### src/rtl/run_controller.sv
// Run/halt sequencer: gates the core clock-enable, counts enabled cycles, drains after halt, flags budget timeout.
// Latency: start -> cpuEn next cycle; halt -> done DRAIN_CYCLES+1 cycles later. No backpressure; start ignored while busy.
module run_controller #(
    parameter int CNT_W        = 32,
    parameter int MAX_CYCLES   = 2000,
    parameter int DRAIN_CYCLES = 4
) (
    input  logic             clk,
    input  logic             rst_n,
    input  logic             start,
    input  logic             isHalt,
    input  logic             stepMode,
    input  logic             stepReq,
    output logic             cpuEn,
    output logic             busy,
    output logic             done,
    output logic             timedOut,
    output logic [CNT_W-1:0] cycleCount
);

    typedef enum logic [2:0] {
        S_IDLE,
        S_RUN,
        S_DRAIN,
        S_DONE,
        S_TIMEOUT
    } state_t;

    localparam logic [CNT_W-1:0] MAX_T      = CNT_W'(MAX_CYCLES);
    localparam logic [CNT_W-1:0] MAX_LAST   = MAX_T - CNT_W'(1);
    localparam logic [31:0]      DRAIN_LAST = 32'(DRAIN_CYCLES - 1);

    state_t           r_state, w_state_nxt;
    logic [CNT_W-1:0] r_count, w_count_nxt;
    logic [31:0]      r_drain, w_drain_nxt;

    assign cpuEn      = (r_state == S_RUN) && (!stepMode || stepReq);
    assign busy       = (r_state == S_RUN) || (r_state == S_DRAIN);
    assign done       = (r_state == S_DONE);
    assign timedOut   = (r_state == S_TIMEOUT);
    assign cycleCount = r_count;

    always_comb begin
        w_state_nxt = r_state;
        w_count_nxt = r_count;
        w_drain_nxt = r_drain;
        case (r_state)
            S_IDLE, S_DONE, S_TIMEOUT: begin
                if (start) begin
                    w_state_nxt = S_RUN;
                    w_count_nxt = '0;
                end
            end
            S_RUN: begin
                // Saturation only matters for the unlimited build; a budget stops the count first.
                if (cpuEn && (r_count != '1)) begin
                    w_count_nxt = r_count + CNT_W'(1);
                end
                if (isHalt) begin
                    w_drain_nxt = '0;
                    if (DRAIN_CYCLES == 0) begin
                        w_state_nxt = S_DONE;
                    end else begin
                        w_state_nxt = S_DRAIN;
                    end
                end else if ((MAX_CYCLES != 0) && cpuEn && (r_count == MAX_LAST)) begin
                    w_state_nxt = S_TIMEOUT;
                end
            end
            S_DRAIN: begin
                w_drain_nxt = r_drain + 32'd1;
                if (r_drain == DRAIN_LAST) begin
                    w_state_nxt = S_DONE;
                end
            end
            default: begin
                w_state_nxt = S_IDLE;
            end
        endcase
    end

    always_ff @(posedge clk or negedge rst_n) begin
        if (!rst_n) begin
            r_state <= S_IDLE;
            r_count <= '0;
            r_drain <= '0;
        end else begin
            r_state <= w_state_nxt;
            r_count <= w_count_nxt;
            r_drain <= w_drain_nxt;
        end
    end

endmodule

### config.mk
export PLATFORM = sky130hd
export DESIGN_NAME = run_controller
export DESIGN_NICKNAME = d
export VERILOG_FILES = /design/src/rtl/run_controller.sv
export SDC_FILE = /design/constraint.sdc
export NUM_CORES = 1
export LEC_CHECK = 0
export CORE_UTILIZATION = 30
export CTS_BUF_LIST = sky130_fd_sc_hd__clkbuf_4 sky130_fd_sc_hd__clkbuf_8
export CTS_CLUSTER_SIZE = 25
export DETAILED_ROUTE_END_ITERATION = 8
export GPL_ROUTABILITY_DRIVEN = 0
export PLACE_DENSITY = 0.48
export SLEW_MARGIN = 20
export SYNTH_ARGS = -nofsm -noshare
export SYNTH_HDL_FRONTEND = slang
export SYNTH_SLANG_ARGS = --single-unit
### constraint.sdc
create_clock -name clk -period 2.9 [get_ports clk]
set_input_delay 0.58 -clock clk [delete_from_list [all_inputs] [get_ports clk]]
set_output_delay 0.58 -clock clk [all_outputs]
set_load 0.02 [all_outputs]
After elaboration in Yosys (flattened, before gate mapping) --
Cells that the tools add are included.
Word-level totals: register bits 67, word-level logic and storage cells 40
Cells by class: $add $sub $neg 2, eq/ne operators 12, mux-type cells 10, reduce and logical (&&, ||, !) cells 13
Operator list (count):
- case mux 32 bit (2 select lines) | 2
- 2-to-1 mux 32 bit | 3
- adder 32 x 1 -> 32 bit (second input constant) | 2
- equality test 32 x 11 -> 1 bit (second input constant) | 1
- equality test 32 x 2 -> 1 bit (second input constant) | 1
- != test 32 bit (second input constant) | 1
- 2-to-1 mux 3 bit | 4
- case mux 3 bit (3 select lines) | 1
- equality test 3 x 2 -> 1 bit (second input constant) | 2
- AND reduction 3 bit | 2
- != test 2 x 1 -> 1 bit (second input constant) | 2
- != test 2 bit (second input constant) | 2
- nonzero test 2 bit | 2
- equality test 3 x 1 -> 1 bit (second input constant) | 1
- equality test 3 bit (second input constant) | 1
- logical AND 1 bit | 3
- logical NOT 3 bit | 1
- != test 3 x 2 -> 1 bit (second input constant) | 1
- OR reduction 3 bit | 1
- logical OR 1 bit | 2
- AND reduction 2 bit | 1
- logical NOT 1 bit | 1

Depth between registers and ports, before layout --
Gate-level depths: netlist of run 1.
word-level depth 7, depth in mapped cells 9

Worst setup path after synthesis of run 1 --
No wires, ideal clock.
kind register -> register, from register r_count[0] (netlist: cycleCount[0]), to register r_count[18] (netlist: cycleCount[18]), data arrival time 2452 ps, path slack 305 ps, stages on the path, launching flop included 10, clock period less this slack 2595 ps, cell sequence dfrtp_1 -> ha_1 -> nand3_1 -> or4_4 -> buf_6 -> or4_1 -> buf_2 -> buf_6 -> a31oi_1 -> a31oi_1
Between the ends: longest elaborated chain between the ends 4, elaborated cells between the ends (all ways) 7, classes of those cells 1 x add/sub; 2 x eq/ne; 2 x mux; 2 x reduce/logical
Ends and longest elaborated chain:
- from (decl) | line 34 | logic [CNT_W-1:0] r_count, w_count_nxt;
- from (signal assigned) | line 89 | r_count <= w_count_nxt;
- parallel branches: the longest is 4 deep, another holds adder 32 x 1 -> 32 bit
Parallel ways; which one is timed is not known. The select of a mux whose other input is x is not followed. A chain may end at the register's enable or synchronous reset.

Worst setup path in the final report of run 1 --
from register r_state[0], to output busy
Between the ends: longest elaborated chain between the ends 2, elaborated cells between the ends (all ways) 3, classes of those cells 2 x eq/ne; 1 x reduce/logical
Ends and longest elaborated chain:
- from (decl) | line 33 | state_t r_state, w_state_nxt;
- from (signal assigned) | line 88 | r_state <= w_state_nxt;
- equality test 3 x 1 -> 1 bit / equality test 3 x 2 -> 1 bit (equally long branches) | line 38 | assign busy = (r_state == S_RUN) || (r_state == S_DRAIN);
- logical OR 1 bit * | line 38
- to (decl) | line 15 | output logic busy,
Every way passes the cells marked *; elsewhere a longest branch is shown, timed or not.

==> results of run 1 <==
-- repair_timing --
item | CTS | global route
hold buffers | 0 | 0
endpoints found under the setup margin | 0 | 1
resized for setup | 0 | 1
hold endpoints to repair | 0 | 0
-- how the worst min path moves through the flow --
stage	startpoint	end	slack, ns	cells after the start
2_1_floorplan	rst_n	cycleCount[0]	0.28	0
6_report	rst_n	cycleCount[21]	0.21	2
4_1_cts	rst_n	cycleCount[21]	0.23	2
5_1_grt	rst_n	cycleCount[21]	0.24	2
3_5_place_dp	r_drain[31]	r_drain[31]	0.48	1
3_3_place_gp	r_drain[31]	r_drain[31]	0.47	1
-- per-stage QoR --
step,util [%],instance area [um^2],hold WS (ns),setup slack (ns),instances
after floorplan,-,3870,0.284,0.305,434
after global placement,36.1,4560,0.474,0.409,643
after detailed placement,36.1,4560,0.476,0.373,643
after CTS,37.8,4770,0.227,0.0783,658
after global routing,37.8,4770,0.244,0.0222,658
final,37.8,4770,0.207,0.134,658
-- registers in the layout, summed over array words and instances, names as in the netlist --
signal / count
r_drain: 32
cycleCount: 32
r_state: 3
-- cells by family (layout without fill, tap and decap cells) --
family                   count (synthesis)  count (layout)
AO/OA/AOI/OAI                          116             116
adder cells (fa/ha/maj)                  2               2
buffers and inverters                   34              86
flip-flops                              67              67
multiplexers                            15              15
AND/OR/NAND/NOR                        200             200
-- layout make-up --
class | count | area [um^2]
Multi-Input combinational cell | 333 | 2060
Clock inverter | 5 | 77.6
Inverter | 10 | 37.5
Clock buffer | 10 | 138
Sequential cell | 67 | 1680
Fill cell | 1302 | 7850
Timing Repair Buffer | 61 | 568
Tap cell | 172 | 215
-- routing by layer --
layer	vias to the layer above	part of all wire (%)	GRT usage, %
met4	0	1.6	5.98
met1	1815	44	22.5
met5	-	0	0
met2	103	50	32.5
li1	1805	-	-
met3	16	4.2	4.60
-- cells in the final DEF (no fill, tap or decap), types with 11 or more instances in the layout --
master | netlist | routed
a21oi_1 | 11 | 11
nand3_1 | 29 | 29
a31oi_1 | 27 | 27
dfrtp_1 | 67 | 67
nor3_1 | 12 | 12
and3_1 | 11 | 11
nand2_1 | 54 | 54
o21ai_0 | 28 | 28
mux2i_1 | 14 | 14
clkdlybuf4s50_1 | 0 | 40
buf_4 | 0 | 19
nand4_1 | 19 | 19
nor4_1 | 23 | 23
-- power groups by stage --
stage / Clock, mW / Combinational (mW) / Sequential (mW)
5_1_grt: 0.939 / 1.29 / 1.24
6_report: 0.878 / 1.18 / 1.22
2_1_floorplan: 0 / 0.629 / 1.25
3_5_place_dp: 0 / 1.18 / 1.23
3_3_place_gp: 0 / 1.18 / 1.23
4_1_cts: 0.911 / 1.18 / 1.22
==> impl_metrics.py, run 1 <==
metrics = {
    "run_status": {
        "status": "complete, no violations",
    },
    "timing": {
        "fin_crit_sh_pct": 95.4,
        "relSlewSlack_pct": 56.4,
        "grt_setup_unrepaired": "no",
        "tns_ns": 0,
        "tightestPinTransition_ns": 0.648,
        "setup_violations": 0,
        "min_period_ns": 2.77,
        "fmax_ghz": 0.362,
        "drv_slew": 0,
        "clock_skew_ns": 0.0132,
        "hold_viol": 0,
    },
    "route": {
        "drt_wl_total_um": 11600,
        "vias": 3739,
        "vias_per_cell": 5.68,
        "dr.pass1.iters": 5,
        "ant_nets": 0,
        "drtIter0Drc": 186,
        "drt-wirelength-per-cell_um": 17.7,
        "drc": 0,
    },
    "synth": {
        "synth_cells": 434,
        "synth_common_cells": "dfrtp_1, nand2_1, nand3_1",
        "synthXorXnorAreaFrac_pct": 0,
        "ys_top_cells_by_area": "dfrtp_1, nand2_1, a31oi_1, nand3_1, nor4_1",
        "async_flop_share_pct": 100,
        "synth_adder_area_share_pct": 0.646,
        "netlist_area_mm2": 0.00387,
        "muxShareOfSynthArea_pct": 3.91,
        "synth_simple_gate_area_share_pct": 28.6,
        "ys_types": 49,
        "ys.flop_type": "dfrtp_1",
        "ys.warnings.count": 0,
        "synth_compound_area_share_pct": 19.8,
        "synth_most_common_cell": "dfrtp_1",
        "syn_area_per_cell_um2": 8.93,
        "synth-edff-count": 0,
        "synth_top_family_by_area": "simple AND/OR/NAND/NOR gates",
        "synth_nets": 442,
        "yosys.area.top_type": "dfrtp_1",
        "synth_seq_area_share_pct": 43.3,
        "ys_seq_elements": 67,
        "synth_top_area_share_pct": 43.3,
    },
    "critical_path": {
        "crit_path_start_kind": "flop",
        "reg2regPathDepth": 6,
        "r2r-start": "cycleCount[0]",
        "cp_num_buf_inv": 1,
        "cp_num_cells": 3,
        "crit_type": "reg -> out",
        "crit_required_ns": 2.32,
        "cp_slowest_cell": "or3b_2",
        "cp_top_family": "simple AND/OR/NAND/NOR gates",
        "rr_endpoint": "cycleCount[30]",
        "critPathMaxStageDelay_ns": 0.60,
        "cp-startpoint": "r_state[0]",
        "rrSetupSlack_ns": 0.34,
        "crit_arrival_ns": 2.19,
        "end_kind": "output port",
        "crit_chain": "or3b_2 -> nand2_1 -> clkdlybuf4s50_1",
        "setup.worst_path.end": "busy",
        "path_max_fanout": 12,
    },
    "placement": {
        "dp.final_hpwl_um": 8220,
        "portBuffers": 41,
    },
    "cts": {
        "htree_levels": 3,
        "post_cts_buffers": 0,
        "clock-sinks": 67,
        "root_buffer": "clkbuf_8",
        "clk_pin_slew_ns": 0.08,
        "insertion_delay_ns": 0.37,
        "cts_tree": "yes",
        "cts_buffers": 9,
        "cts_buffer_depth": 2,
    },
    "die": {
        "fp.coreArea_mm2": 0.0126,
        "rows": 41,
        "dieHeight_um": 116,
        "die-area_mm2": 0.0134,
        "pin_count": 42,
        "initial_core_util_pct": 30.7,
        "die_w_um": 116,
    },
    "run": {
        "max-cap-violations": 0,
    },
    "power": {
        "power_frac_seq_pct": 37.2,
        "peakVddDrop_mv": 0.336,
        "clkPwrFrac_pct": 26.8,
        "switchingPower_mw": 1.30,
        "pwr-share-comb_pct": 36.0,
        "p_sw_share_pct": 39.6,
        "internal_power_mw": 1.98,
        "power_mw": 3.28,
        "p_leak_nw": 1.92,
        "p_per_area_mw_per_mm2": 687,
    },
    "global_routing": {
        "first_global_vias": 3593,
        "antenna_found_initial": 0,
        "grt_use_total_pct": 18.6,
        "grt_overflow": 0,
        "grt_max_degree": 68,
        "grt_pass1_wl_um": 18900,
    },
    "cells_and_area": {
        "n_antenna_cell": 0,
        "syn_to_final_growth_pct": 23.2,
        "nets": 490,
        "drive_above_1_share_pct": 8.85,
    },
    "hold_path": {
        "min_path_type": "in -> async",
    },
}
(Power assumes the default switching activity.)
==> run 2, diff against run 1 <==
--- a/config.mk
+++ b/config.mk
@@ -5,12 +5,12 @@
 export SDC_FILE = /design/constraint.sdc
 export NUM_CORES = 1
 export LEC_CHECK = 0
-export CORE_UTILIZATION = 30
+export CORE_UTILIZATION = 59
 export CTS_BUF_LIST = sky130_fd_sc_hd__clkbuf_4 sky130_fd_sc_hd__clkbuf_8
 export CTS_CLUSTER_SIZE = 25
 export DETAILED_ROUTE_END_ITERATION = 8
 export GPL_ROUTABILITY_DRIVEN = 0
-export PLACE_DENSITY = 0.48
+export PLACE_DENSITY = 0.83
 export SLEW_MARGIN = 20
 export SYNTH_ARGS = -nofsm -noshare
 export SYNTH_HDL_FRONTEND = slang
==> run 2 against run 1 <==
Compared with the run above:
- count of clock-buffer cells in the layout rose by 1
- largest cell class unchanged
- via count rose by 6.0%
- utilization grew 35 points
- final cell count down 15%
- clock skew decreased by 0.0053 ns
==> impl_metrics.py, run 2 (synthesis results as in run 1) <==
metrics = {
    "global_routing": {
        "grt_max_degree": 32,
        "grt_overflow": 0,
        "grt_pass1_wl_um": 17600,
        "antenna_found_initial": 0,
        "first_global_vias": 3580,
        "grt_use_total_pct": 31.7,
    },
    "critical_path": {
        "setup.worst_path.end": "busy",
        "end_kind": "output port",
        "r2r-start": "cycleCount[0]",
        "crit_type": "reg -> out",
        "path_max_fanout": 12,
        "crit_required_ns": 2.32,
        "rrSetupSlack_ns": 0.32,
        "crit_arrival_ns": 2.19,
        "crit_path_start_kind": "flop",
        "rr_endpoint": "cycleCount[30]",
        "cp-startpoint": "r_state[0]",
        "reg2regPathDepth": 6,
    },
    "route": {
        "vias_per_cell": 7.05,
        "drc": 0,
        "ant_nets": 0,
        "drtIter0Drc": 369,
        "vias": 3962,
        "drt_wl_total_um": 10400,
        "dr.pass1.iters": 5,
        "drt-wirelength-per-cell_um": 18.5,
    },
    "hold_path": {
        "min_path_type": "in -> async",
    },
    "timing": {
        "setup_violations": 0,
        "hold_viol": 0,
        "grt_setup_unrepaired": "no",
        "drv_slew": 0,
        "tightestPinTransition_ns": 0.865,
        "fmax_ghz": 0.362,
        "relSlewSlack_pct": 42.2,
        "fin_crit_sh_pct": 95.4,
        "clock_skew_ns": 0.00798,
        "min_period_ns": 2.77,
        "tns_ns": 0,
    },
    "die": {
        "die_w_um": 83.0,
        "dieHeight_um": 83.0,
        "fp.coreArea_mm2": 0.00635,
        "die-area_mm2": 0.00690,
        "pin_count": 42,
        "initial_core_util_pct": 61.0,
        "rows": 29,
    },
    "cts": {
        "clk_pin_slew_ns": 0.07,
        "cts_buffer_depth": 2,
        "post_cts_resize_count": 0,
        "cts_tree": "yes",
        "htree_levels": 3,
        "post_cts_buffers": 0,
        "clock-sinks": 67,
        "insertion_delay_ns": 0.35,
        "cts_buffers": 9,
        "cts_hold_buffers": 0,
        "root_buffer": "clkbuf_8",
    },
    "cells_and_area": {
        "drive_above_1_share_pct": 8.66,
        "layout_commonest_cell": "dfrtp_1",
        "n_antenna_cell": 0,
        "fillCellCount": 462,
        "syn_to_final_growth_pct": 19.5,
        "seq_area_mm2": 0.00168,
        "postLayoutCellArea_mm2": 0.00463,
        "final_cell_mix": "dfrtp_1, nand2_1, clkdlybuf4s50_1",
        "multiInputGateArea_mm2": 0.00206,
        "nets": 488,
    },
    "placement": {
        "placed_area_mm2": 0.00441,
        "dp.final_hpwl_um": 7120,
        "portBuffers": 41,
    },
    "power": {
        "p_per_area_mw_per_mm2": 701,
        "p_leak_nw": 1.91,
        "peakVddDrop_mv": 0.605,
    },
    "run": {
        "max-cap-violations": 0,
    },
    "run_status": {
        "status": "complete, no violations",
    },
}
[run 2: cell types whose count changed in the layout (fill, tap and decap cells not counted), sizes merged]
cell,change
buf,-2
clkbuf,+1
[run 2: metal layers]
layer	vias up	share of wire [%]	GRT usage, %
met5	-	0	0
met4	0	1.8	12.2
met3	17	9.4	4.87
met2	262	44	45.5
met1	1889	44	48.3
li1	1794	-	-
[run 2: through the flow]
stage / total power [mW] / setup slack (ns) / utilization (%) / instances / hold slack (ns)
after global routing: 3.38 / 0.0779 / 72.9 / 562 / 0.249
after global placement: 2.34 / 0.253 / 69.4 / 546 / 0.477
after floorplan: 1.88 / 0.305 / - / 434 / 0.284
after CTS: 3.22 / 0.138 / 72.8 / 562 / 0.210
final: 3.25 / 0.135 / 72.9 / 562 / 0.195
after detailed placement: 2.37 / 0.174 / 69.4 / 546 / 0.476
[run 2: report_power, final]
part | switching [mW] | internal (mW) | leakage, nW
clock | 0.362 | 0.501 | 0.110
sequential | 0.170 | 1.04 | 0.925
combinational | 0.734 | 0.443 | 0.880
total | 1.27 | 1.98 | 1.91
[run 2: cell type report]
cell class                      count  area share, %
Clock buffer                       11           3.00
Clock inverter                      5           1.68
Inverter                           10          0.811
Multi-Input combinational cell    333           44.5
Sequential cell                    67           36.2
Tap cell                           77           2.08
Timing Repair Buffer               59           11.7
[run 2: how the worst min path moves through the flow]
| stage | slack (ns) | cells after the start | from | endpoint |
|---|---|---|---|---|
| 6_report | 0.20 | 1 | rst_n | cycleCount[25] |
| 5_1_grt | 0.25 | 1 | rst_n | r_state[1] |
| 4_1_cts | 0.21 | 1 | rst_n | cycleCount[23] |
| 3_5_place_dp | 0.48 | 1 | r_drain[31] | r_drain[31] |
| 3_3_place_gp | 0.48 | 1 | r_drain[31] | r_drain[31] |
| 2_1_floorplan | 0.28 | 0 | rst_n | cycleCount[0] |
[run 2: worst max-delay path, cell delays in order, from the launching register on]
cell and delay [ns]:
dfrtp_1 0.54, or3b_2 0.61, nand2_1 0.10, clkdlybuf4s50_1 0.60
==> run 3, diff against run 2 <==
==> config.mk (replaced) <==
export PLATFORM = sky130hd
export DESIGN_NAME = run_controller
export DESIGN_NICKNAME = d
export VERILOG_FILES = /design/src/rtl/run_controller.sv
export SDC_FILE = /design/constraint.sdc
export NUM_CORES = 1
export LEC_CHECK = 0
export CORE_UTILIZATION = 57
export CTS_CLUSTER_SIZE = 25
export DETAILED_ROUTE_END_ITERATION = 8
export GPL_ROUTABILITY_DRIVEN = 0
export MAX_ROUTING_LAYER = met4
export PLACE_DENSITY = 0.8
export SLEW_MARGIN = 20
export SYNTH_ARGS = -nofsm -noshare
export SYNTH_HDL_FRONTEND = slang
export SYNTH_SLANG_ARGS = --single-unit
==> run 3 against run 2 <==
Compared with the run above:
- the run now ends with design-rule violations left
- cell area decreased by 0.14%
- global-route usage shrank 0.10 points
- worst hold slack improved by 0.029 ns
- critical path depth stayed put
- clock skew grew 0.0031 ns
- sequential power barely moved
- highest routed layer unchanged
==> impl_metrics.py, run 3 (synthesis results as in run 1) <==
metrics = {
    "timing": {
        "grt_setup_unrepaired": "no",
        "hold_viol": 0,
        "fin_crit_sh_pct": 96.0,
        "tns_ns": 0,
        "setup_violations": 0,
        "relSlewSlack_pct": 34.2,
        "drv_slew": 0,
        "fmax_ghz": 0.359,
        "min_period_ns": 2.78,
        "tightestPinTransition_ns": 0.976,
        "clock_skew_ns": 0.0111,
    },
    "cells_and_area": {
        "syn_to_final_growth_pct": 19.3,
        "postLayoutCellArea_mm2": 0.00462,
        "drive_above_1_share_pct": 8.45,
        "layout_commonest_cell": "dfrtp_1",
        "n_antenna_cell": 0,
        "final_cell_mix": "dfrtp_1, nand2_1, clkdlybuf4s50_1",
        "nets": 488,
    },
    "cts": {
        "clock-sinks": 67,
        "cts_buffers": 9,
        "root_buffer": "clkbuf_8",
        "post_cts_resize_count": 0,
        "clk_pin_slew_ns": 0.07,
        "insertion_delay_ns": 0.36,
        "htree_levels": 3,
        "post_cts_buffers": 0,
        "cts_buffer_depth": 2,
        "cts_hold_buffers": 0,
        "cts_tree": "yes",
    },
    "critical_path": {
        "crit_arrival_ns": 2.20,
        "path_max_fanout": 12,
        "cp_slowest_cell": "clkdlybuf4s50_1",
        "cp_num_buf_inv": 1,
        "rrSetupSlack_ns": 0.32,
        "crit_path_start_kind": "flop",
        "crit_type": "reg -> out",
        "reg2regPathDepth": 7,
        "end_kind": "output port",
        "critPathMaxStageDelay_ns": 0.61,
        "crit_chain": "or3b_2 -> nand2_1 -> clkdlybuf4s50_1",
        "cp_num_cells": 3,
        "crit_required_ns": 2.32,
        "cp_top_family": "simple AND/OR/NAND/NOR gates",
    },
    "die": {
        "die_w_um": 84.5,
        "die-area_mm2": 0.00713,
        "pin_count": 42,
        "initial_core_util_pct": 60.0,
        "dieHeight_um": 84.5,
        "fp.coreArea_mm2": 0.00646,
        "rows": 29,
    },
    "route": {
        "vias": 3907,
        "vias_per_cell": 6.95,
        "drtIter0Drc": 480,
        "ant_nets": 0,
        "drc": 3,
        "drt-wirelength-per-cell_um": 18.4,
        "dr.pass1.iters": 8,
        "drt_wl_total_um": 10400,
    },
    "global_routing": {
        "grt_pass1_wl_um": 17100,
        "grt_overflow": 0,
        "antenna_found_initial": 0,
        "first_global_vias": 3405,
        "grt_max_degree": 68,
        "grt_use_total_pct": 31.6,
    },
    "run_status": {
        "status": "finished with violations",
        "violations": "design-rule violations",
    },
    "power": {
        "p_leak_nw": 1.91,
        "peakVddDrop_mv": 0.530,
        "power_mw": 3.16,
        "p_per_area_mw_per_mm2": 684,
    },
    "placement": {
        "dp.final_hpwl_um": 6980,
        "placed_area_mm2": 0.00442,
        "portBuffers": 41,
    },
    "hold_path": {
        "min_path_type": "in -> async",
    },
    "run": {
        "max-cap-violations": 0,
    },
}
## run 3: changes by cell type in the layout (fill, tap and decap cells not counted), sizes merged
cell and delta:
clkinvlp +1, clkbuf -1, inv +1, bufinv -1
## run 3: per-layer routing
metal / global-route usage [%] / vias up / wire [um]
met5: - / - / 0
met2: 45.3 / 217 / 4570
met3: 5.41 / 17 / 1050
met4: 7.86 / 0 / 115
li1: - / 1805 / -
met1: 46.8 / 1868 / 4620
## run 3: worst paths after layout
| check | from | endpoint |
|---|---|---|
| worst max-delay path | r_state[0] | busy |
| worst min register to register | r_drain[15] | r_drain[15] |
| worst max register to register | cycleCount[0] | cycleCount[6] |
| min in group clk | r_drain[15] | r_drain[15] |
| worst min-delay path | rst_n | cycleCount[22] |
| max in group asynchronous | rst_n | cycleCount[29] |
## run 3: final cells by class
class | instances | area (um^2)
fill | 512 | 1840
timing repair buffer | 59 | 553
tap | 77 | 96.3
multi-input combinational | 333 | 2060
sequential | 67 | 1680
clock buffer | 10 | 138
inverter | 10 | 37.5
clock inverter | 6 | 63.8
## run 3: through the flow
stage                     cells  setup slack [ns]  hold slack [ns]  util (%)
after global routing        562            0.0263            0.285      71.6
final                       562             0.115            0.225      71.6
after global placement      546             0.408            0.478      68.5
after CTS                   562             0.103            0.257      71.6
after detailed placement    546             0.375            0.494      68.5
after floorplan             434             0.305            0.284         -
## run 3: power by group
group / internal [mW] / leakage (nW) / switching, mW
Combinational: 0.435 / 0.882 / 0.716
Sequential: 1.04 / 0.925 / 0.180
Clock: 0.420 / 0.0987 / 0.378
